File: src/rtl/clk_burst_ctrl.sv
// Counted burst clock generator: emits N pulses of programmable half-period H, then idles low.
// Optional CLKBURST_ABORT_EN adds an abort input and a sticky aborted flag.

module clk_burst_ctrl #(
  parameter int unsigned HALFW = 8,
  parameter int unsigned CNTW  = 8
) (
  input  logic             clk_i,
  input  logic             rst,
  input  logic             start,
`ifdef CLKBURST_ABORT_EN
  input  logic             abort,
  output logic             aborted,
`endif
  input  logic [HALFW-1:0] half_period,
  input  logic [CNTW-1:0]  pulses,
  output logic             clk_o,
  output logic             rise_o,
  output logic             fall_o,
  output logic             busy,
  output logic             done
);

  typedef enum logic [1:0] {
    StIdle,
    StLow,
    StHigh
  } state_e;

  state_e           state_q, state_d;
  logic [HALFW-1:0] phase_q, phase_d;
  logic [CNTW-1:0]  remain_q, remain_d;
  logic [HALFW-1:0] half_q, half_d;
  logic             clk_q, clk_d;
  logic             rise_q, rise_d;
  logic             fall_q, fall_d;
  logic             busy_q, busy_d;
  logic             done_q, done_d;
  logic             aborted_q, aborted_d;
  logic             phase_end;

  // half_q is never 0 outside IDLE, so H-1 cannot underflow while it matters.
  assign phase_end = (phase_q == (half_q - HALFW'(1)));

  always_comb begin
    state_d   = state_q;
    phase_d   = phase_q;
    remain_d  = remain_q;
    half_d    = half_q;
    clk_d     = clk_q;
    rise_d    = 1'b0;
    fall_d    = 1'b0;
    busy_d    = busy_q;
    done_d    = 1'b0;
    aborted_d = aborted_q;

    unique case (state_q)
      StIdle: begin
        if (start) begin
          aborted_d = 1'b0;
          if (pulses != '0) begin
            half_d   = (half_period == '0) ? HALFW'(1) : half_period;
            remain_d = pulses;
            phase_d  = '0;
            busy_d   = 1'b1;
            state_d  = StLow;
          end else begin
            done_d = 1'b1;
          end
        end
      end
      StLow: begin
        if (phase_end) begin
          phase_d = '0;
          clk_d   = 1'b1;
          rise_d  = 1'b1;
          state_d = StHigh;
        end else begin
          phase_d = phase_q + HALFW'(1);
        end
      end
      StHigh: begin
        if (phase_end) begin
          phase_d  = '0;
          clk_d    = 1'b0;
          fall_d   = 1'b1;
          remain_d = remain_q - CNTW'(1);
          if (remain_q == CNTW'(1)) begin
            state_d = StIdle;
            busy_d  = 1'b0;
            done_d  = 1'b1;
          end else begin
            state_d = StLow;
          end
        end else begin
          phase_d = phase_q + HALFW'(1);
        end
      end
      default: begin
        state_d = StIdle;
        busy_d  = 1'b0;
        clk_d   = 1'b0;
      end
    endcase

`ifdef CLKBURST_ABORT_EN
    // Abort wins over any phase end in the same cycle.
    if (abort && (state_q != StIdle)) begin
      state_d   = StIdle;
      phase_d   = '0;
      remain_d  = '0;
      clk_d     = 1'b0;
      rise_d    = 1'b0;
      fall_d    = clk_q;
      busy_d    = 1'b0;
      done_d    = 1'b1;
      aborted_d = 1'b1;
    end
`endif
  end

  always_ff @(posedge clk_i or posedge rst) begin
    if (rst) begin
      state_q   <= StIdle;
      phase_q   <= '0;
      remain_q  <= '0;
      half_q    <= '0;
      clk_q     <= 1'b0;
      rise_q    <= 1'b0;
      fall_q    <= 1'b0;
      busy_q    <= 1'b0;
      done_q    <= 1'b0;
      aborted_q <= 1'b0;
    end else begin
      state_q   <= state_d;
      phase_q   <= phase_d;
      remain_q  <= remain_d;
      half_q    <= half_d;
      clk_q     <= clk_d;
      rise_q    <= rise_d;
      fall_q    <= fall_d;
      busy_q    <= busy_d;
      done_q    <= done_d;
      aborted_q <= aborted_d;
    end
  end

  assign clk_o  = clk_q;
  assign rise_o = rise_q;
  assign fall_o = fall_q;
  assign busy   = busy_q;
  assign done   = done_q;

`ifdef CLKBURST_ABORT_EN
  assign aborted = aborted_q;
`else
  logic unused_aborted;
  assign unused_aborted = aborted_q;
`endif

endmodule

File: config.mk
export PLATFORM = sky130hd
export DESIGN_NAME = clk_burst_ctrl
export DESIGN_NICKNAME = d
export VERILOG_FILES = /design/src/rtl/clk_burst_ctrl.sv
export SDC_FILE = /design/constraint.sdc
export NUM_CORES = 1
export LEC_CHECK = 0
export BUFFER_PORTS_ARGS = -buffer_cell sky130_fd_sc_hd__buf_2
export CAP_MARGIN = 20
export CELL_PAD_IN_SITES_DETAIL_PLACEMENT = 0
export CELL_PAD_IN_SITES_GLOBAL_PLACEMENT = 1
export CORE_MARGIN = 10
export CORE_UTILIZATION = 40
export CTS_BUF_LIST = sky130_fd_sc_hd__clkbuf_2
export DETAILED_ROUTE_END_ITERATION = 7
export PLACE_DENSITY_LB_ADDON = 0.2
export SLEW_MARGIN = 20
export SYNTH_ARGS = -nofsm -noshare
export SYNTH_HDL_FRONTEND = slang
export SYNTH_SLANG_ARGS = --single-unit
File: constraint.sdc
create_clock -name clk_i -period 5.8 [get_ports clk_i]
set_clock_uncertainty 0.15 [all_clocks]
set_input_delay 0.87 -clock clk_i [delete_from_list [all_inputs] [get_ports clk_i]]
set_output_delay 0.87 -clock clk_i [all_outputs]
set_load 0.005 [all_outputs]
==> out/qor.yml <==
finish:
  final_cell_count_no_fill: 321
  areaGrowthSynthToFinish_pct: 9.50
  finish.utilization_pct: 45.8
  drive_gt1_share_pct: 15.4
  multi_input_area_um2: 1120
  seq_area_um2: 776
  n_fill_cell: 500
  nets: 282
  antenna_cells: 0
  design_area_um2: 2190
synth:
  synthTopCellsByArea: "dfrtp_1, nand2_1, ha_1, o21ai_0, a21oi_1"
  netlist.area_leader.share_pct: 38.8
  yosysMostFrequentCell: "nand2_1"
  yosysTopAreaCell: "dfrtp_1"
  synthFlopType: "dfrtp_1"
  ys_async_sr_fraction_pct: 100
  synth-seq-cells: 31
  postSynthCellCount: 232
  yosys_warnings: 0
  syn_nets: 259
  ys_seq_area_share_pct: 38.8
  synthDistinctLibCells: 52
  synth_edf_count: 0
  syn_area_um2: 2000
  yosys-top-cells-count: "nand2_1, dfrtp_1, o21ai_0"
  synth.avg_cell_area_um2: 8.63
routing:
  dr.pass1.iters: 4
  vias: 1790
  drtIter0Drc: 81
  drtAntennaViolNets: 0
  route.detailed.drc: 0
  wl_per_cell_um: 15.3
  totalWireLength_um: 4900
  vias_per_cell: 5.58
clock_tree:
  post_cts_buffers: 0
  hold_buffers: 0
  numCtsBuffers: 5
  cts_buffer_depth: 2
  htree_num_levels: 2
  clk_pin_slew_ns: 0.16
  cts_root_buf: "clkbuf_2"
  clk_latency_ns: 0.37
  cts_tree: "done"
  cts_sinks: 31
  cts.repair.resized: 0
sta:
  finalCriticalPeriod_ns: 3.44
  worstMarginPinSlew_ns: 0.939
  final.setup.tns_ns: 0
  fmax_mhz: 291
  drv_slew: 0
  finalCritPeriodShare_pct: 59.2
  rsz0062_at_grt: "false"
  hold_violations: 0
  finalSetupViolations: 0
  maxSlewHeadroom_pct: 36.7
global_route:
  grt_remaining_overflow: 0
  grt_util_all_layers_pct: 12.1
  grt_pass1_wl_um: 8370
  antenna_found_initial: 0
  grt_max_degree: 32
  grt_pass1_vias: 1714
run:
  maxCapViolCount: 0
status:
  outcome: "complete, no violations"
place:
  place_area_um2: 2160
  place_inst: 315
  gp_congestion: 0.819
  port_buffers: 23
  dp_hpwl_um: 3530
setup_path:
  cp_slowest_stage_delay_ns: 0.59
  timing.rr.start: "half_q[3]"
  reg2reg_depth: 7
  cp.required_ns: 5.93
  crit_slowest_cell: "nor4_2"
  reg2reg_to: "busy"
  r2r_slack_ns: 2.36
  cpMostUsedCell: "or3_1"
  path_cells: "or3_1 -> or4_4 -> xnor2_2 -> nor4_2 -> nand2_1 -> and3_1 -> or3_1"
  cp.arrival_ns: 3.56
  cp_max_fo: 11
  end_kind: "flip-flop"
  start_kind: "flip-flop"
  path_class: "reg -> reg"
floorplanning:
  dieWidth_um: 90.7
  num_io_pins: 24
  rows: 25
  core_um2: 4790
  dieHeight_um: 90.7
  die_area_um2: 8230
  start_util_pct: 41.8
min_path:
  hp-start: "half_q[7]"
  whs_path_depth: 2
  hold_path_end: "half_q[7]"
  min_path_type: "reg -> reg"
pwr:
  power.leakage_uw: 0.000984
  vdd_ir_drop_max_mv: 0.179
  pwr_density_cell_nw_per_um2: 468
==> routing by layer <==
layer	vias to the layer above	routed length (um)	track usage [%]
met5	-	0	0
met4	0	95	5.17
met3	10	240	2.49
met2	41	2080	17.6
met1	847	2490	16.7
li1	892	-	-
==> metrics by stage <==
step,total power (uW),hold slack (ns),setup WS (ns)
6_report,1030,0.386,2.36
5_1_grt,1130,0.428,2.15
4_1_cts,1030,0.395,2.35
3_5_place_dp,928,0.360,2.40
3_3_place_gp,933,0.356,2.40
2_1_floorplan,808,0.316,3.07
==> sequential cells by signal (all words and copies together) (netlist names) <==
name / flops
fall_o: 1
half_q: 8
remain_q: 8
state_q: 2
busy: 1
phase_q: 8
rise_o: 1
done: 1
clk_o: 1
==> critical path: cells and delay by family (launching register included) <==
kind	cells	cell delay, ns
and+or+nand+nor	6	2.58
DFF	1	0.47
xor gates and xnor gates	1	0.15
==> power by group <==
group / internal, uW / switching, uW / leakage (uW)
clock network: 27.2 / 73.1 / 0.0000249
logic: 225 / 311 / 0.000570
registers: 293 / 97.3 / 0.000390
total: 545 / 481 / 0.000984
==> worst max-delay path by stage <==
| stage | startpoint | endpoint | cells past startpoint |
|---|---|---|---|
| global route | half_q[3] | busy | 7 |
| global placement | half_q[3] | busy | 7 |
| detailed placement | half_q[3] | busy | 7 |
| CTS | half_q[3] | busy | 7 |
| finish | half_q[3] | busy | 7 |
| floorplan | half_q[3] | busy | 7 |
==> cells by family (layout without fill, tap and decap cells) <==
kind of cell    Yosys count  after routing  synth area share [%]
flops                    31             31                  38.7
simple gates             96             96                  23.9
mux                       2              2                  1.06
compound gates           62             62                  20.2
buf+inv                  22             44                  5.13
xor+xnor                 11             11                  5.94
fa+ha+maj                 8              8                  5.00
==> layout by cell type (no fill, tap or decap), drive strengths merged, types with 2 or more instances in the layout <==
cell type	n
dfrtp	31
xnor2	6
nor3b	2
xor2	4
nor4	5
inv	13
a211oi	3
or4	2
nand2	37
ha	8
a31oi	3
buf	25
a41oi	2
o22ai	5
o31ai	3
a311o	2
nand4	4
nor2	14
nand3	10
a21oi	14
and3	6
or3	2
clkbuf	6
nor3	8
o21ai	17
o21a	2
==> area by class of cell <==
type / count / share of cell area, %
Inverter: 13 / 2.23
Multi-Input combinational cell: 179 / 51.3
Tap cell: 67 / 3.82
Timing Repair Buffer: 25 / 5.94
Clock buffer: 6 / 1.37
Sequential cell: 31 / 35.4
Note: power is estimated with default switching activity, not from simulation.
